[src/rtl/multdiv_seq_unit.sv]
// multdiv_seq_unit -- iterative signed multiply/divide for the execute stage.
//
// One op per accepted start. Each RUN cycle does one radix-2 step: a shift-add for
// multiply, a restoring step for divide. WIDTH steps, then one DONE cycle presents
// the result. stall_o holds the pipeline from the accept cycle until DONE.
//
// Optional build macro: MULTDIV_ZERO_SKIP_EN. When it is defined, a zero operand
// (and a zero divisor) finishes on the edge after the accept. The results are the
// same as in the default build.
//
// Ports:
//   clock_i          rising-edge clock
//   reset_i          asynchronous reset, active low
//   start_i          request; accepted in IDLE or DONE when abort_i is low
//   op_div_i         0 = multiply, 1 = divide (sampled with start_i)
//   operand_a_i      multiplicand / dividend, two's complement
//   operand_b_i      multiplier / divisor, two's complement
//   abort_i          flush; cancels an op that is running
//   stall_o          combinational pipeline freeze
//   busy_o           registered, high while RUN
//   result_o         registered result, held between ops
//   result_valid_o   one-cycle pulse in DONE
//   exception_o      overflow or divide-by-zero, held with result_o
module multdiv_seq_unit #(
    parameter int WIDTH = 32,
    parameter int CNT_W = 6
) (
    input  logic             clock_i,
    input  logic             reset_i,
    input  logic             start_i,
    input  logic             op_div_i,
    input  logic [WIDTH-1:0] operand_a_i,
    input  logic [WIDTH-1:0] operand_b_i,
    input  logic             abort_i,
    output logic             stall_o,
    output logic             busy_o,
    output logic [WIDTH-1:0] result_o,
    output logic             result_valid_o,
    output logic             exception_o
);
    typedef enum logic [1:0] {S_IDLE, S_RUN, S_DONE} state_e;

    // Magnitude 2**(WIDTH-1) is the largest possible product magnitude bound per operand.
    localparam logic [2*WIDTH-1:0] MUL_LIM = (2*WIDTH)'(1) << (WIDTH-1);

    state_e               state_q;
    logic [CNT_W-1:0]     cnt_q;
    logic [2*WIDTH-1:0]   acc_q;    // mult: {partial, multiplier}; div: {remainder, dividend/quotient}
    logic [WIDTH-1:0]     opb_q;    // multiplicand magnitude or divisor magnitude
    logic                 sign_q, div_q, bzero_q;
    logic [WIDTH-1:0]     result_q;
    logic                 valid_q, exc_q, busy_q;

    logic                 accept;
    logic [WIDTH-1:0]     a_mag, b_mag;
    logic [WIDTH:0]       mul_sum, div_t;
    logic                 div_ge;
    logic [WIDTH-1:0]     div_rem;
    logic [2*WIDTH-1:0]   step;
    logic [WIDTH-1:0]     mul_res, div_res, fin_res;
    logic                 mul_ovf, div_exc, fin_exc;

    // abort wins over start; a start while RUN is ignored.
    assign accept  = start_i & ~abort_i & (state_q != S_RUN);
    assign stall_o = reset_i & (accept | (state_q == S_RUN));

    // |MIN| = 2**(WIDTH-1) is exact as an unsigned WIDTH-bit magnitude.
    assign a_mag = operand_a_i[WIDTH-1] ? (~operand_a_i + WIDTH'(1)) : operand_a_i;
    assign b_mag = operand_b_i[WIDTH-1] ? (~operand_b_i + WIDTH'(1)) : operand_b_i;

    // One iteration step for each operation.
    assign mul_sum = {1'b0, acc_q[2*WIDTH-1:WIDTH]} + (acc_q[0] ? {1'b0, opb_q} : '0);
    assign div_t   = {acc_q[2*WIDTH-1:WIDTH], acc_q[WIDTH-1]};
    assign div_ge  = div_t >= {1'b0, opb_q};
    assign div_rem = div_ge ? WIDTH'(div_t - {1'b0, opb_q}) : div_t[WIDTH-1:0];
    assign step    = div_q ? {div_rem, acc_q[WIDTH-2:0], div_ge}
                           : {mul_sum, acc_q[WIDTH-1:1]};

    // Final sign and exception, computed from the last step so that DONE can register them.
    assign mul_res = sign_q ? (~step[WIDTH-1:0] + WIDTH'(1)) : step[WIDTH-1:0];
    assign mul_ovf = sign_q ? (step > MUL_LIM) : (step >= MUL_LIM);
    assign div_res = bzero_q ? '0 : mul_res;  // quotient is in the low half as well
    // An unsigned quotient of 2**(WIDTH-1) with a positive sign only comes from MIN / -1.
    assign div_exc = bzero_q | (~sign_q & step[WIDTH-1]);
    assign fin_res = div_q ? div_res : mul_res;
    assign fin_exc = div_q ? div_exc : mul_ovf;

`ifdef MULTDIV_ZERO_SKIP_EN
    logic a_zero, b_zero, skip;
    assign a_zero = operand_a_i == '0;
    assign b_zero = operand_b_i == '0;
    assign skip   = op_div_i ? (a_zero | b_zero) : (a_zero | b_zero);
`endif

    always_ff @(posedge clock_i or negedge reset_i) begin
        if (!reset_i) begin
            state_q  <= S_IDLE;
            cnt_q    <= '0;
            acc_q    <= '0;
            opb_q    <= '0;
            sign_q   <= 1'b0;
            div_q    <= 1'b0;
            bzero_q  <= 1'b0;
            result_q <= '0;
            valid_q  <= 1'b0;
            exc_q    <= 1'b0;
            busy_q   <= 1'b0;
        end else begin
            valid_q <= 1'b0;
            case (state_q)
                S_IDLE, S_DONE: begin
                    if (accept) begin
                        acc_q   <= {{WIDTH{1'b0}}, op_div_i ? a_mag : b_mag};
                        opb_q   <= op_div_i ? b_mag : a_mag;
                        sign_q  <= operand_a_i[WIDTH-1] ^ operand_b_i[WIDTH-1];
                        div_q   <= op_div_i;
                        bzero_q <= operand_b_i == '0;
                        cnt_q   <= '0;
                        state_q <= S_RUN;
                        busy_q  <= 1'b1;
`ifdef MULTDIV_ZERO_SKIP_EN
                        if (skip) begin
                            state_q  <= S_DONE;
                            busy_q   <= 1'b0;
                            valid_q  <= 1'b1;
                            result_q <= '0;
                            exc_q    <= op_div_i & b_zero;
                        end
`endif
                    end else begin
                        state_q <= S_IDLE;
                        busy_q  <= 1'b0;
                    end
                end
                S_RUN: begin
                    if (abort_i) begin
                        state_q <= S_IDLE;
                        busy_q  <= 1'b0;
                    end else begin
                        acc_q <= step;
                        cnt_q <= cnt_q + CNT_W'(1);
                        if (cnt_q == CNT_W'(WIDTH-1)) begin
                            state_q  <= S_DONE;
                            busy_q   <= 1'b0;
                            valid_q  <= 1'b1;
                            result_q <= fin_res;
                            exc_q    <= fin_exc;
                        end
                    end
                end
                default: begin
                    state_q <= S_IDLE;
                    busy_q  <= 1'b0;
                end
            endcase
        end
    end

    assign busy_o         = busy_q;
    assign result_o       = result_q;
    assign result_valid_o = valid_q;
    assign exception_o    = exc_q;
endmodule

[config.mk]
export PLATFORM = sky130hd
export DESIGN_NAME = multdiv_seq_unit
export DESIGN_NICKNAME = d
export VERILOG_FILES = /design/src/rtl/multdiv_seq_unit.sv
export SDC_FILE = /design/constraint.sdc
export NUM_CORES = 1
export LEC_CHECK = 0
export BUFFER_PORTS_ARGS = -buffer_cell sky130_fd_sc_hd__buf_2
export CORE_ASPECT_RATIO = 0.75
export CORE_MARGIN = 1
export CORE_UTILIZATION = 60
export DETAILED_ROUTE_END_ITERATION = 8
export GPL_ROUTABILITY_DRIVEN = 0
export GPL_TIMING_DRIVEN = 0
export PLACE_DENSITY = 0.85
export SETUP_SLACK_MARGIN = 0.4
export SLEW_MARGIN = 10
export SYNTH_ARGS = -nofsm -noshare
export SYNTH_HDL_FRONTEND = slang
export SYNTH_SLANG_ARGS = --single-unit
[constraint.sdc]
create_clock -name clock_i -period 15.37 [get_ports clock_i]
set_input_delay 2.3055 -clock clock_i [delete_from_list [all_inputs] [get_ports clock_i]]
set_output_delay 2.3055 -clock clock_i [all_outputs]
set_load 0.01 [all_outputs]
==> qor.csv <==
stage;metric;value;unit
die;start_util;0.619;
clock_network;cts-root-buf;clkbuf_16;
die;die_width;170;um
route;drt-pass1-iter-count;7;
clock_network;clk_pin_slew_worst_paths;60;ps
run_status;status;finished, final reports clean;
critical_path;cp.required;15690;ps
grt;antenna_found_initial;1;
hold_path;worstHoldPathType;reg -> reg;
synth;syn_nets;1803;
die;num_io_pins;105;
pwr;p_leak;6.29;nW
clock_network;cts_tree;built;
synth;ys_seq_area_frac;0.281;
place;dp_hpwl;34.4;mm
sta;whs;479;ps
synth;synth_edf_count;0;
clock_network;post-cts-setup-buffers;0;
pwr;peakVddDrop;0.000120;V
clock_network;clk_latency;450;ps
route;routed_wl;44.4;mm
route;routed-via-count;13878;
sta;fin_setup_tns;0;ps
synth;synth.cell_area;12700;um2
clock_network;cts_resized;0;
route;drtIter0Drc;2202;
clock_network;clockBufferDepth;2;
synth;synth-seq-cells;142;
route;vias_per_cell;6.67;
sta;finalMaxSlewViolations;0;
clock_network;postCtsHoldBufs;0;
sta;relSlewSlack;0.408;
pwr;intPower;1.24;mW
critical_path;path_class;reg -> reg;
sta;final_hold_viol_count;0;
pwr;p_total;2.48;mW
clock_network;clock-sinks;142;
grt;grt_overflow;0;
critical_path;path_max_fanout;10;
sta;worst_pin_slew;889;ps
grt;grt_use_total;0.414;
synth;syn_inst;1664;
critical_path;endpoint_kind;flop;
clock_network;numCtsBuffers;17;
route;avgRoutedWirePerCell;21.3;um
route;route.detailed.drc;0;
die;fp.dieH;128;um
pwr;p_sw_frac;0.499;
sta;fin_crit;7120;ps
final_layout;fin_nets;1926;
synth;postSynthAreaPerCell;7.61;um2
sta;finClkSkew;11.1;ps
place;io_buffers;103;
pwr;p_comb_frac;0.598;
synth;synth_ff_type;dfrtp_1;
pwr;clockPowerShare;0.172;
final_layout;post-route-util;0.693;
sta;timing.final.crit_share;0.463;
flow_run;cap_violations;0;
sta;setup_viol;0;
sta;max_freq;0.140;GHz
synth;async_flop_share;1.00;
critical_path;cp.arrival;7440;ps
die;dieArea;21700;um2
final_layout;syn_to_final_growth;11.8;%
final_layout;drive_gt1_frac;0.0934;
grt;grt_max_degree;110;
grt;grt_first_pass_wirelength;69.0;mm
clock_network;htree_levels;4;
route;postRouteAntennaNets;0;
die;rows;45;
pwr;switching_power;1.24;mW
synth;yosysWarnings;0;
sta;rsz0062_at_grt;false;
pwr;pwr-share-seq;0.230;
critical_path;startpoint_type;flop;
synth;ys_types;72;
die;core;20400;um2
grt;grt_pass1_vias;12370;
pwr;power_density;175;nW/um2
[power groups by stage]
stage / combinational, mW / sequential [mW] / clock, mW
6_report: 1.48 / 0.570 / 0.428
5_1_grt: 1.59 / 0.575 / 0.437
4_1_cts: 1.41 / 0.560 / 0.422
3_5_place_dp: 1.40 / 0.565 / 0
3_3_place_gp: 1.36 / 0.561 / 0
2_1_floorplan: 1.04 / 0.523 / 0
[cell usage after synthesis (6+ instances only)]
| library cell | instances | area share |
|---|---|---|
| o41ai_1 | 12 | 0.0083 |
| mux2_2 | 15 | 0.013 |
| o21a_1 | 7 | 0.0042 |
| nor3_1 | 18 | 0.0071 |
| nor2b_1 | 8 | 0.0040 |
| a21oi_1 | 157 | 0.062 |
| nand3_1 | 27 | 0.011 |
| clkbuf_1 | 80 | 0.024 |
| o31ai_1 | 31 | 0.018 |
| ha_1 | 68 | 0.067 |
| a211oi_1 | 6 | 0.0036 |
| nand2_1 | 228 | 0.068 |
| nor4_1 | 9 | 0.0044 |
| o21ai_0 | 170 | 0.067 |
| xor2_1 | 58 | 0.040 |
| or2_2 | 6 | 0.0030 |
| mux2i_1 | 31 | 0.025 |
| or4_1 | 20 | 0.012 |
| inv_1 | 61 | 0.018 |
| o211ai_1 | 29 | 0.017 |
| a21o_1 | 27 | 0.016 |
| dfrtp_1 | 142 | 0.28 |
| a31oi_1 | 17 | 0.0084 |
| nor2_1 | 151 | 0.045 |
| nand2b_1 | 10 | 0.0049 |
| or3_1 | 12 | 0.0059 |
| xnor2_1 | 82 | 0.057 |
| a22o_1 | 20 | 0.014 |
| o21ai_1 | 18 | 0.0071 |
| buf_1 | 10 | 0.0030 |
| nand4_1 | 16 | 0.0079 |
| and2_1 | 34 | 0.017 |
[final timing paths]
| kind | from | endpoint | slack, ps | cells past startpoint |
|---|---|---|---|---|
| setup / recovery | acc_q[51] | exception_o | 8250 | 20 |
| hold / removal | result_o[3] | result_o[3] | 480 | 2 |
| setup reg to reg | acc_q[51] | exception_o | 8250 | 20 |
| hold reg to reg | result_o[3] | result_o[3] | 480 | 2 |
| max in group asynchronous | reset_i | opb_q[10] | 12780 | 2 |
| min in group asynchronous | reset_i | acc_q[47] | 1730 | 1 |
[worst max-delay path: stages (launching register included)]
cell and delay, ps:
dfrtp_1 450, ha_1 430, a21o_1 240, a31o_1 210, a311oi_1 350, a31oi_1 180, nor2_1 670, clkbuf_1 560
clkbuf_1 420, nand2_1 110, o21ai_0 320, ha_1 310, nand3_1 200, or3_4 490, nor3_2 160, a31oi_1 230
or3_1 410, or4_1 570, nor4_1 290, and4bb_1 290, a31oi_1 90
[flip-flops by register name (all words and copies together), names as in the netlist]
name,cells
bzero_q,1
cnt_q,6
opb_q,32
state_q,2
acc_q,64
result_valid_o,1
div_q,1
result_o,32
exception_o,1
sign_q,1
busy_o,1
[cells by family after synthesis]
family          share of synthesized area
simple gates                        0.205
compound gates                      0.260
buf+inv                            0.0484
flops                               0.281
fa+ha+maj                          0.0704
mux                                0.0387
xor+xnor                           0.0969
[through the flow]
step	std cells	worst slack, ps	cell area (um2)
floorplan	1664	10110	12700
global placement	2049	7880	13500
detailed placement	2050	8710	13600
CTS	2081	8700	14200
global route	2081	8130	14200
finish	2082	8250	14200
[metal layers]
layer | up-vias | GRT usage | wire length (um)
met5 | - | 0 | 15
met4 | 2 | 0.138 | 1340
met3 | 118 | 0.153 | 7600
met2 | 1115 | 0.565 | 17400
met1 | 6457 | 0.596 | 18100
li1 | 6186 | - | -
[cells in the final DEF, fill, tap and decap left out, types with 27 or more instances in the layout]
master and instances:
nand2_1 228, and2_1 34, clkbuf_1 81, inv_1 61
mux2i_1 31, nand3_1 27, o211ai_1 29, o21ai_0 170
xnor2_1 82, xor2_1 58, a21o_1 27, nor2_1 151
ha_1 68, buf_2 106, a21oi_1 157, dfrtp_1 142
o31ai_1 31
[cell type report]
cell class | count | area, um2
antenna | 1 | 2.50
buffer | 96 | 377
clock buffer | 20 | 457
clock inverter | 11 | 130
fill | 1696 | 6280
inverter | 63 | 236
multi-input combinational | 1363 | 8490
sequential | 142 | 3550
tap | 282 | 353
timing repair buffer | 104 | 553
Power figures use the tool's default switching activity.
